**src/rtl/drink_order_master_if.sv**
```systemverilog
// Signal bundle between a drink_order_master, its order source and the vending
// machine: order request/response, wallet refill, machine select/coin/drink/back
// and wallet status.
interface drink_order_master_if #(
  parameter int CW = 4
);
  logic          req_valid;
  logic          req_ready;
  logic [1:0]    req_drink;
  logic          refill_valid;
  logic [CW-1:0] refill_half;
  logic [CW-1:0] refill_one;
  logic [1:0]    select;
  logic [1:0]    coin;
  logic [1:0]    drink;
  logic [1:0]    back;
  logic          resp_valid;
  logic [1:0]    resp_drink;
  logic          resp_change;
  logic [1:0]    resp_err;
  logic          busy;
  logic [CW-1:0] half_cnt;
  logic [CW-1:0] one_cnt;

  // The order master drives the machine side and reports status.
  modport master (
    input  req_valid, req_drink, refill_valid, refill_half, refill_one,
    input  drink, back,
    output req_ready, select, coin, resp_valid, resp_drink, resp_change,
    output resp_err, busy, half_cnt, one_cnt
  );

  // The order source / machine model / bench side.
  modport slave (
    output req_valid, req_drink, refill_valid, refill_half, refill_one,
    output drink, back,
    input  req_ready, select, coin, resp_valid, resp_drink, resp_change,
    input  resp_err, busy, half_cnt, one_cnt
  );
endinterface

```
**src/rtl/drink_order_master.sv**
```systemverilog
// Customer-side initiator for the drink vending machine. Each accepted order is
// checked against the coin wallet, then played out as a select pulse followed by
// coin pulses separated by GAP idle cycles; the dispense response (or a timeout)
// completes it and any returned change is banked back into the wallet.
// Optional build macro DRINK_ORDER_STATS_EN adds saturating order statistics
// outputs stat_a / stat_b / stat_err.
module drink_order_master #(
  parameter int GAP       = 1,   // idle cycles between pulses, 1..15
  parameter int TIMEOUT   = 16,  // WAIT cycles before abort, 2..255
  parameter int INIT_HALF = 4,   // 0.5 coins after reset
  parameter int INIT_ONE  = 2,   // 1.0 coins after reset
  parameter int CW        = 4    // wallet counter width
) (
  input  logic clk,
  input  logic rst,
`ifdef DRINK_ORDER_STATS_EN
  output logic [7:0] stat_a,
  output logic [7:0] stat_b,
  output logic [7:0] stat_err,
`endif
  drink_order_master_if.master bus
);

  // Two spare bits: refill + change on a full counter cannot overflow.
  localparam int            SW      = CW + 2;
  localparam logic [SW-1:0] CNT_MAX = SW'((1 << CW) - 1);

  typedef enum logic [2:0] {
    S_IDLE, S_SEL, S_GAP, S_COIN, S_WAIT, S_DONE
  } state_t;

  state_t        r_state;
  logic          r_req_ready;
  logic          r_busy;
  logic [1:0]    r_select;
  logic [1:0]    r_coin;
  logic          r_resp_valid;
  logic [1:0]    r_resp_drink;
  logic          r_resp_change;
  logic [1:0]    r_resp_err;
  logic [CW-1:0] r_half_cnt;
  logic [CW-1:0] r_one_cnt;
  logic [1:0]    r_due;         // price still owed, in half-units
  logic [3:0]    r_gap_cnt;
  logic [7:0]    r_timer;
  logic          r_got_drink;   // machine response seen during this order
  logic [1:0]    r_got_code;
  logic          r_got_change;

  logic          w_drink_ok;
  logic [1:0]    w_price;
  logic [SW-1:0] w_funds;
  logic          w_gap_done;
  logic          w_use_one;
  logic          w_coin_fire;
  logic [1:0]    w_due_after;
  logic          w_change_in;
  logic [CW-1:0] w_refill_half;
  logic [CW-1:0] w_refill_one;
  logic [CW-1:0] w_half_next;
  logic [CW-1:0] w_one_next;
  logic          w_wait_hit;
  logic [1:0]    w_wait_code;
  logic          w_resp_change;

  // Net wallet update for one cycle: add refill and change, take one coin,
  // floor at zero, then saturate at the counter maximum.
  function automatic logic [CW-1:0] wallet_next(input logic [CW-1:0] cur,
                                                input logic [CW-1:0] add,
                                                input logic          inc,
                                                input logic          dec);
    logic [SW-1:0] sum;
    sum = SW'(cur) + SW'(add) + SW'(inc);
    if (dec && (sum != '0)) sum = sum - SW'(1);
    if (sum > CNT_MAX) sum = CNT_MAX;
    return sum[CW-1:0];
  endfunction

  assign w_drink_ok  = (bus.req_drink == 2'b01) || (bus.req_drink == 2'b10);
  assign w_price     = (bus.req_drink == 2'b01) ? 2'd2 : 2'd1;
  assign w_funds     = SW'(r_half_cnt) + (SW'(r_one_cnt) << 1);
  assign w_gap_done  = (r_gap_cnt == 4'(GAP - 1));

  // Prefer a 1.0 coin when at least a whole unit is owed; otherwise pay in
  // halves, falling back to an overpaying 1.0 coin when no halves are left.
  assign w_use_one   = ((r_due >= 2'd2) && (r_one_cnt != '0)) || (r_half_cnt == '0);
  assign w_coin_fire = (r_state == S_GAP) && w_gap_done && (r_due != 2'd0);
  assign w_due_after = w_use_one ? ((r_due >= 2'd2) ? r_due - 2'd2 : 2'd0)
                                 : r_due - 2'd1;

  assign w_change_in   = (r_state != S_IDLE) && (bus.back == 2'b01);
  assign w_refill_half = bus.refill_valid ? bus.refill_half : '0;
  assign w_refill_one  = bus.refill_valid ? bus.refill_one  : '0;
  assign w_half_next   = wallet_next(r_half_cnt, w_refill_half, w_change_in,
                                     w_coin_fire && !w_use_one);
  assign w_one_next    = wallet_next(r_one_cnt, w_refill_one, 1'b0,
                                     w_coin_fire && w_use_one);

  // A response latched earlier in the order counts as soon as WAIT is reached.
  assign w_wait_hit    = r_got_drink || (bus.drink != 2'b00);
  assign w_wait_code   = r_got_drink ? r_got_code : bus.drink;
  assign w_resp_change = r_got_change || w_change_in;

  // Order sequencer, wallet counters and registered bus outputs.
  always_ff @(posedge clk) begin
    if (rst) begin
      r_state       <= S_IDLE;
      r_req_ready   <= 1'b1;
      r_busy        <= 1'b0;
      r_select      <= 2'b00;
      r_coin        <= 2'b00;
      r_resp_valid  <= 1'b0;
      r_resp_drink  <= 2'b00;
      r_resp_change <= 1'b0;
      r_resp_err    <= 2'b00;
      r_half_cnt    <= CW'(INIT_HALF);
      r_one_cnt     <= CW'(INIT_ONE);
      r_due         <= 2'd0;
      r_gap_cnt     <= 4'd0;
      r_timer       <= 8'd0;
      r_got_drink   <= 1'b0;
      r_got_code    <= 2'b00;
      r_got_change  <= 1'b0;
    end else begin
      // NOTE: non-blocking assignments everywhere here, so every branch reads
      // the pre-edge register values regardless of statement order.
      r_half_cnt   <= w_half_next;
      r_one_cnt    <= w_one_next;
      r_resp_valid <= 1'b0;

      if (r_state != S_IDLE) begin
        if ((bus.drink != 2'b00) && !r_got_drink) begin
          r_got_drink <= 1'b1;
          r_got_code  <= bus.drink;
        end
        if (bus.back == 2'b01) r_got_change <= 1'b1;
      end

      case (r_state)
        S_IDLE: begin
          if (bus.req_valid && r_req_ready) begin
            r_req_ready  <= 1'b0;
            r_busy       <= 1'b1;
            r_got_drink  <= 1'b0;
            r_got_code   <= 2'b00;
            r_got_change <= 1'b0;
            if (!w_drink_ok || (w_funds < SW'(w_price))) begin
              r_state       <= S_DONE;
              r_resp_valid  <= 1'b1;
              r_resp_drink  <= 2'b00;
              r_resp_change <= 1'b0;
              r_resp_err    <= w_drink_ok ? 2'b01 : 2'b11;
            end else begin
              r_due    <= w_price;
              r_select <= bus.req_drink;
              r_state  <= S_SEL;
            end
          end
        end
        S_SEL: begin
          r_select  <= 2'b00;
          r_gap_cnt <= 4'd0;
          r_state   <= S_GAP;
        end
        S_GAP: begin
          if (!w_gap_done) begin
            r_gap_cnt <= r_gap_cnt + 4'd1;
          end else if (r_due == 2'd0) begin
            r_timer <= 8'd0;
            r_state <= S_WAIT;
          end else begin
            r_coin  <= w_use_one ? 2'b10 : 2'b01;
            r_due   <= w_due_after;
            r_state <= S_COIN;
          end
        end
        S_COIN: begin
          r_coin    <= 2'b00;
          r_gap_cnt <= 4'd0;
          r_state   <= S_GAP;
        end
        S_WAIT: begin
          if (w_wait_hit) begin
            r_state       <= S_DONE;
            r_resp_valid  <= 1'b1;
            r_resp_drink  <= w_wait_code;
            r_resp_change <= w_resp_change;
            r_resp_err    <= 2'b00;
          end else if (r_timer == 8'(TIMEOUT - 1)) begin
            r_state       <= S_DONE;
            r_resp_valid  <= 1'b1;
            r_resp_drink  <= 2'b00;
            r_resp_change <= w_resp_change;
            r_resp_err    <= 2'b10;
          end else begin
            r_timer <= r_timer + 8'd1;
          end
        end
        S_DONE: begin
          r_busy      <= 1'b0;
          r_req_ready <= 1'b1;
          r_state     <= S_IDLE;
        end
        default: r_state <= S_IDLE;
      endcase
    end
  end

  assign bus.req_ready   = r_req_ready;
  assign bus.busy        = r_busy;
  assign bus.select      = r_select;
  assign bus.coin        = r_coin;
  assign bus.resp_valid  = r_resp_valid;
  assign bus.resp_drink  = r_resp_drink;
  assign bus.resp_change = r_resp_change;
  assign bus.resp_err    = r_resp_err;
  assign bus.half_cnt    = r_half_cnt;
  assign bus.one_cnt     = r_one_cnt;

`ifdef DRINK_ORDER_STATS_EN
  logic [1:0] r_order;
  logic [7:0] r_stat_a;
  logic [7:0] r_stat_b;
  logic [7:0] r_stat_err;

  // Remember which drink the current order asked for.
  always_ff @(posedge clk) begin
    if (rst) r_order <= 2'b00;
    else if ((r_state == S_IDLE) && bus.req_valid && r_req_ready) r_order <= bus.req_drink;
  end

  // Tally each completion as its response pulse goes out, saturating at 255.
  always_ff @(posedge clk) begin
    if (rst) begin
      r_stat_a   <= 8'd0;
      r_stat_b   <= 8'd0;
      r_stat_err <= 8'd0;
    end else if (r_resp_valid) begin
      if (r_resp_err != 2'b00) begin
        if (r_stat_err != 8'hFF) r_stat_err <= r_stat_err + 8'd1;
      end else if (r_order == 2'b01) begin
        if (r_stat_a != 8'hFF) r_stat_a <= r_stat_a + 8'd1;
      end else begin
        if (r_stat_b != 8'hFF) r_stat_b <= r_stat_b + 8'd1;
      end
    end
  end

  assign stat_a   = r_stat_a;
  assign stat_b   = r_stat_b;
  assign stat_err = r_stat_err;
`endif

endmodule

```
**src/flat_wrapper.sv**
```systemverilog
// flat-port wrapper written by rule: the top's interface ports become plain ports
module drink_order_master_flat 
#(
  parameter int GAP       = 1,                                       
  parameter int TIMEOUT   = 16,                                     
  parameter int INIT_HALF = 4,                           
  parameter int INIT_ONE  = 2,                           
  parameter int CW        = 4                           
)
  (clk, rst, bus_req_valid, bus_req_drink, bus_refill_valid, bus_refill_half, bus_refill_one, bus_drink, bus_back, bus_req_ready, bus_select, bus_coin, bus_resp_valid, bus_resp_drink, bus_resp_change, bus_resp_err, bus_busy, bus_half_cnt, bus_one_cnt);
  drink_order_master_if #(.CW(CW)) bus_i ();
  input  logic clk;
  input  logic rst;
  input wire logic [$bits(bus_i.req_valid)-1:0] bus_req_valid;
  input wire logic [$bits(bus_i.req_drink)-1:0] bus_req_drink;
  input wire logic [$bits(bus_i.refill_valid)-1:0] bus_refill_valid;
  input wire logic [$bits(bus_i.refill_half)-1:0] bus_refill_half;
  input wire logic [$bits(bus_i.refill_one)-1:0] bus_refill_one;
  input wire logic [$bits(bus_i.drink)-1:0] bus_drink;
  input wire logic [$bits(bus_i.back)-1:0] bus_back;
  output wire logic [$bits(bus_i.req_ready)-1:0] bus_req_ready;
  output wire logic [$bits(bus_i.select)-1:0] bus_select;
  output wire logic [$bits(bus_i.coin)-1:0] bus_coin;
  output wire logic [$bits(bus_i.resp_valid)-1:0] bus_resp_valid;
  output wire logic [$bits(bus_i.resp_drink)-1:0] bus_resp_drink;
  output wire logic [$bits(bus_i.resp_change)-1:0] bus_resp_change;
  output wire logic [$bits(bus_i.resp_err)-1:0] bus_resp_err;
  output wire logic [$bits(bus_i.busy)-1:0] bus_busy;
  output wire logic [$bits(bus_i.half_cnt)-1:0] bus_half_cnt;
  output wire logic [$bits(bus_i.one_cnt)-1:0] bus_one_cnt;
  assign bus_i.req_valid = bus_req_valid;
  assign bus_i.req_drink = bus_req_drink;
  assign bus_i.refill_valid = bus_refill_valid;
  assign bus_i.refill_half = bus_refill_half;
  assign bus_i.refill_one = bus_refill_one;
  assign bus_i.drink = bus_drink;
  assign bus_i.back = bus_back;
  assign bus_req_ready = bus_i.req_ready;
  assign bus_select = bus_i.select;
  assign bus_coin = bus_i.coin;
  assign bus_resp_valid = bus_i.resp_valid;
  assign bus_resp_drink = bus_i.resp_drink;
  assign bus_resp_change = bus_i.resp_change;
  assign bus_resp_err = bus_i.resp_err;
  assign bus_busy = bus_i.busy;
  assign bus_half_cnt = bus_i.half_cnt;
  assign bus_one_cnt = bus_i.one_cnt;
  drink_order_master #(.GAP(GAP), .TIMEOUT(TIMEOUT), .INIT_HALF(INIT_HALF), .INIT_ONE(INIT_ONE), .CW(CW)) u_core (.clk(clk), .rst(rst), .bus(bus_i));
endmodule
```
**config.mk**
```make
export PLATFORM = sky130hd
export DESIGN_NAME = drink_order_master_flat
export DESIGN_NICKNAME = d
export VERILOG_FILES = /design/src/rtl/drink_order_master_if.sv /design/src/rtl/drink_order_master.sv /design/src/flat_wrapper.sv
export SDC_FILE = /design/constraint.sdc
export NUM_CORES = 1
export LEC_CHECK = 0
export ABC_AREA = 1
export BUFFER_PORTS_ARGS = -buffer_cell sky130_fd_sc_hd__buf_2
export CAP_MARGIN = 20
export CORE_MARGIN = 2
export CORE_UTILIZATION = 24
export DETAILED_ROUTE_END_ITERATION = 6
export HOLD_SLACK_MARGIN = 0.1
export PLACE_DENSITY_LB_ADDON = 0.25
export SLEW_MARGIN = 20
export SYNTH_ARGS = -nofsm -noshare
export SYNTH_HDL_FRONTEND = slang
export SYNTH_SLANG_ARGS = --single-unit
export TNS_END_PERCENT = 1
```
**constraint.sdc**
```tcl
create_clock -name clk -period 2.35 [get_ports clk]
set_input_delay 0.235 -clock clk [delete_from_list [all_inputs] [get_ports clk]]
set_output_delay 0.235 -clock clk [all_outputs]
set_load 0.02 [all_outputs]
```
### Word level (Yosys, flattened, before mapping)

Index checks and enable logic that the tools add are counted.

* register bits: 41
* bits of input ports: 18
* output and inout port bits: 20
* logic and storage cells: 171

* add/sub/neg operators: 10
* $lt $le $gt $ge: 4
* equality and inequality tests: 19
* mux-type cells: 73
* reduce and logical (&&, ||, !) cells: 46

Operators by type and width (number)
* $mux 2: 26
* $mux 8: 4
* $mux 4: 5
* $pmux 2 s2: 5
* $mux 1: 18
* $mux 3: 6
* $reduce_bool 2->1: 9
* $pmux 8 s2: 1
* $gt 6x4->1 const B: 2
* $mux 6: 2
* $ne 2x2->1 const B: 6
* $pmux 3 s4: 1
* $reduce_bool 6->1: 2
* $sub 6x1->6 const B: 2
* $add 4x4->5: 2
* $logic_and 1x1->1: 10
* $reduce_and 5->1: 2
* $reduce_and 3->1: 3
* $add 8x1->8 const B: 1
* $eq 8x4->1 const B: 1
* $logic_not 4->1: 2
* $pmux 1 s2: 4
* $pmux 4 s2: 1
* $add 4x5->6: 1
* other kinds (22): 36

### Depth between registers and ports, before layout

* word-level depth: 9
* gate-level depth with buffers: 20
* depth with buffers taken out: 19

### Worst setup path before layout

Ideal clock, no wire load.

* path type: input to register
* start: input port bus_refill_valid
* end: register u_core.r_half_cnt[0], in the netlist u_core.bus.half_cnt[0]
* library setup time: 0.109 ns
* arrival: 2.406 ns
* required time: 2.241 ns
* slack: -0.165 ns
* stages on the path: 17
* path buffers: 1
* cell sequence: clkbuf_1 nand2_1 inv_1 ha_1 fa_1 ha_1 inv_1 ha_1 nand3_4 nor2_4 nand2_4 nand3_1 nand2_1 nand2_2 nand3_1 nand2_1 inv_1

* word-level cells in the longest chain between the ends: 8
* elaborated cells on any way between the ends: 9
* classes of those cells: add/sub: 3; order compare: 1; mux: 3; reduce/logical: 2

Ends and longest elaborated chain
* start: declaration: line flat_wrapper.sv:16 `input wire logic [$bits(bus_i.refill_valid)-1:0] bus_refill_valid;`
* $mux 4 *: line drink_order_master.sv:92 `assign w_refill_half = bus.refill_valid ? bus.refill_half : '0;`
* $add 4x4->5 *: line drink_order_master.sv:73 `sum = SW'(cur) + SW'(add) + SW'(inc);`
* $add 6x1->6 *: line drink_order_master.sv:73
* parallel branches: the longest is 2 deep, another holds $sub 6x1->6
* $mux 6 *: line drink_order_master.sv:74 `if (dec && (sum != '0)) sum = sum - SW'(1);`
* $gt 6x4->1: line drink_order_master.sv:75 `if (sum > CNT_MAX) sum = CNT_MAX;`
* $mux 4 *: line drink_order_master.sv:75
* end signal: assignment: line drink_order_master.sv:116 `r_half_cnt <= CW'(INIT_HALF);`
* end signal: assignment: line drink_order_master.sv:127 `r_half_cnt <= w_half_next;`
* end: declaration: line drink_order_master.sv:41 `logic [CW-1:0] r_half_cnt;`

Mark *: on every way between the ends.
A chain may end at the register's enable or synchronous reset.

### Final worst setup path

* start: register u_core.r_half_cnt[0], in the netlist u_core.bus.half_cnt[0]
* end: register u_core.r_half_cnt[3], in the netlist u_core.bus.half_cnt[3]

* word-level cells in the longest chain between the ends: 8
* elaborated cells on any way between the ends: 12
* classes of those cells: add/sub: 3; order compare: 1; mux: 2; reduce/logical: 6

Ends and longest elaborated chain (line)
* parallel branches: the longest is 5 deep, another holds $add 6x1->6
* $mux 6 *: drink_order_master.sv:74
* $gt 6x4->1: drink_order_master.sv:75
* $mux 4 *: drink_order_master.sv:75

Marked as above.

==> flow_metrics.env <==
export IMPL_status="complete, no violations"
export IMPL_min_period_ps=2331
export IMPL_gr_total_overflow=0
export IMPL_cpLargestDelayFamily="adder cells"
export IMPL_p_leak_uw=0.001876
export IMPL_cts_tree="done"
export IMPL_worst_path_max_fanout=4
export IMPL_grt_use_total=0.1169
export IMPL_grt_pass1_vias=2839
export IMPL_first_pass_iters=4
export IMPL_remaining_drc_errors=0
export IMPL_clock_latency_ps=290
export IMPL_synth_seq_cells=41
export IMPL_synth_compound_area_share=0.09837
export IMPL_yosysWarnings=0
export IMPL_fin_crit_sh=0.9921
export IMPL_ys_types=37
export IMPL_routed_wirelength_mm=7.555
export IMPL_drt_first_iter_violations=163
export IMPL_cpMaxStageDelayCell="fa_2"
export IMPL_worst_setup_path_end_kind="register"
export IMPL_wl_per_cell_um=11.14
export IMPL_antenna_found_initial=0
export IMPL_syn_cell_area_mm2=0.003002
export IMPL_skew_ps=5.906
export IMPL_synth_adder_area_share=0.1201
export IMPL_root_buffer="clkbuf_16"
export IMPL_mostFrequentLayoutCells="nand2_1 (86), inv_1 (74), dfxtp_1 (38), buf_2 (37), nor2_1 (31)"
export IMPL_max_stage_delay_ps=570
export IMPL_num_io_pins=38
export IMPL_holdCritPathClass="in2reg"
export IMPL_hold_buffers=0
export IMPL_antenna_cells=0
export IMPL_nFillCells=1333
export IMPL_rows=40
export IMPL_antenna_left=0
export IMPL_multi_input_area_mm2=0.001957
export IMPL_via_per_inst=4.344
export IMPL_irDropWorstVdd_mv=0.3136
export IMPL_cap_violations=0
export IMPL_synth_seq_area_share=0.2734
export IMPL_crit_type="reg2reg"
export IMPL_r2r_slack_ps=20
export IMPL_clk_pin_slew_ps=60
export IMPL_cp_arrival_ps=2520
export IMPL_fmax_ghz=0.4289
export IMPL_grt_setup_unrepaired="true"
export IMPL_synth_top_family_by_area="simple AND/OR/NAND/NOR gates"
export IMPL_vias=2945
export IMPL_post_synth_cell_area_avg_um2=6.791
export IMPL_final_common_cell="nand2_1"
export IMPL_dieWidth_um=115.8
export IMPL_layout_area_seq_um2=827.0
export IMPL_synth_xor_area_share=0.01751
export IMPL_worst_slew_pin_slew_ps=366.8
export IMPL_power_total_uw=4083
export IMPL_port_buffers=37
export IMPL_gp_routability_congestion=0.7847
export IMPL_grt_pass1_wl_mm=12.52
export IMPL_cts_num_sinks=41
export IMPL_coreArea_mm2=0.01211
export IMPL_setup_viol=0
export IMPL_crit_path_cell_trace="ha_4, fa_2, ha_4, inv_4, ha_1, nand2_1, nor2_1, nand4_1, nand2_4, nand3_1, nand2_1, inv_1"
export IMPL_syn_num_nets=487
export IMPL_die_area_mm2=0.01342
export IMPL_cp_num_buf_inv=2
export IMPL_maxSlewViolCount=0
export IMPL_layout_drive_gt1_share=0.2765
export IMPL_finalSetupTns_ps=0
export IMPL_crit_path_start_kind="register"
export IMPL_die_y_um=115.8
export IMPL_synthMuxAreaShare=0
export IMPL_grt_max_degree=18
export IMPL_cts_path_max_buffers=2
export IMPL_synth_cells=442
export IMPL_hold_violations=0
export IMPL_hpwl_mm=6.109
export IMPL_area_delta_synth_final_pct=28.85
export IMPL_initial_core_util=0.2478
export IMPL_required_ps=2540
export IMPL_htree_levels=2
export IMPL_yosys_area_share_simple=0.3743
export IMPL_nets=554
export IMPL_relSlewSlack=0.7555
export IMPL_powerDensity_mw_per_mm2=1056
export IMPL_numCtsBuffers=5
routing by layer:
layer  wire length (um)  part of all wire  up-vias  global-route usage
met4                 76             0.010        0             0.02857
met1               3577              0.47     1345              0.1468
met3                293             0.039        8             0.03243
li1                   -                 -     1563                   -
met5                  0                 0        -                   0
met2               3607              0.48       29              0.1988
final timing paths:
check	startpoint	to	cells after the start
worst max-delay path	u_core.bus.half_cnt[0]	u_core.bus.half_cnt[3]	12
worst min-delay path	bus_req_drink[0]	u_core.bus.select[0]	3
worst max register to register	u_core.bus.half_cnt[0]	u_core.bus.half_cnt[3]	12
worst min register to register	u_core.bus.resp_drink[1]	u_core.bus.resp_drink[1]	2
synthesized netlist by cell type, drive strengths merged:
cell type / number / area, um^2
a41oi: 1 / 8.760
xnor2: 2 / 17.52
nor3: 9 / 55.05
buf: 4 / 22.52
o21ai: 18 / 90.09
and3: 1 / 6.260
a21oi: 29 / 156.4
nor2: 37 / 173.9
nand2: 112 / 472.9
or2: 1 / 6.260
clkbuf: 3 / 11.26
xor2: 4 / 35.03
fa: 3 / 60.06
nand4: 16 / 100.1
nand3: 41 / 252.8
clkinv: 2 / 7.510
inv: 82 / 307.8
o2111ai: 1 / 15.01
nor4: 3 / 18.77
a211o: 1 / 8.760
ha: 24 / 300.3
o311ai: 1 / 8.760
o211ai: 1 / 7.510
nand3b: 2 / 15.01
dfxtp: 41 / 820.8
nor3b: 3 / 22.52
through the flow:
step / area, um^2 / utilization / setup slack (ps) / hold WS [ps] / instances
2_1_floorplan: 3028 / - / 5.015 / 395.6 / 442
3_3_place_gp: 3590 / 0.2964 / -89.46 / 450.0 / 668
3_5_place_dp: 3590 / 0.2964 / -117.4 / 454.6 / 668
4_1_cts: 3751 / 0.3097 / 0.2440 / 226.7 / 676
5_1_grt: 3867 / 0.3193 / -79.77 / 259.9 / 678
6_report: 3867 / 0.3193 / 18.65 / 233.3 / 678
worst register-to-register path: stages (launching register included):
cell	delay, ps
dfxtp_4	350
ha_4	160
fa_2	570
ha_4	220
inv_4	70
ha_1	160
nand2_1	50
nor2_1	170
nand4_1	190
nand2_4	120
nand3_1	80
nand2_1	60
inv_1	30
registers in the layout (all words and copies together), names as in the netlist, 2 cells and up:
register / cells
u_core.r_got_code: 2
u_core.bus.half_cnt: 4
u_core.r_timer: 8
u_core.r_state: 3
u_core.bus.coin: 2
u_core.r_due: 2
u_core.bus.select: 2
u_core.bus.resp_drink: 2
u_core.r_gap_cnt: 4
u_core.bus.one_cnt: 4
u_core.bus.resp_err: 2
power breakdown:
part | internal [uW] | switching (uW)
combinational | 929 | 1450
sequential | 871 | 132
clock | 422 | 277
cell type report:
type	instances	area share
Multi-Input combinational cell	311	0.5060
Sequential cell	41	0.2138
Timing Repair Buffer	66	0.1042
Inverter	84	0.08217
Tap cell	168	0.05435
Clock buffer	6	0.03591
Clock inverter	2	0.003559
logic make-up (layout without fill, tap and decap cells):
family / after synthesis / after routing
AOI/OAI and AO/OA: 52 / 52
xor gates and xnor gates: 6 / 6
adders and majority gates: 27 / 27
buffers and inverters: 91 / 158
DFF: 41 / 41
and+or+nand+nor: 225 / 226
timing repair:
| item | CTS | global route |
|---|---|---|
| endpoints found under the setup margin | 4 | 11 |
| setup buffers | 0 | 1 |
| gates cloned | 0 | 1 |
| gates resized for setup | 2 | 28 |
| endpoints found under the hold margin | 0 | 0 |
| pin swaps | 0 | 12 |
Note: power is estimated with default switching activity, not from simulation.
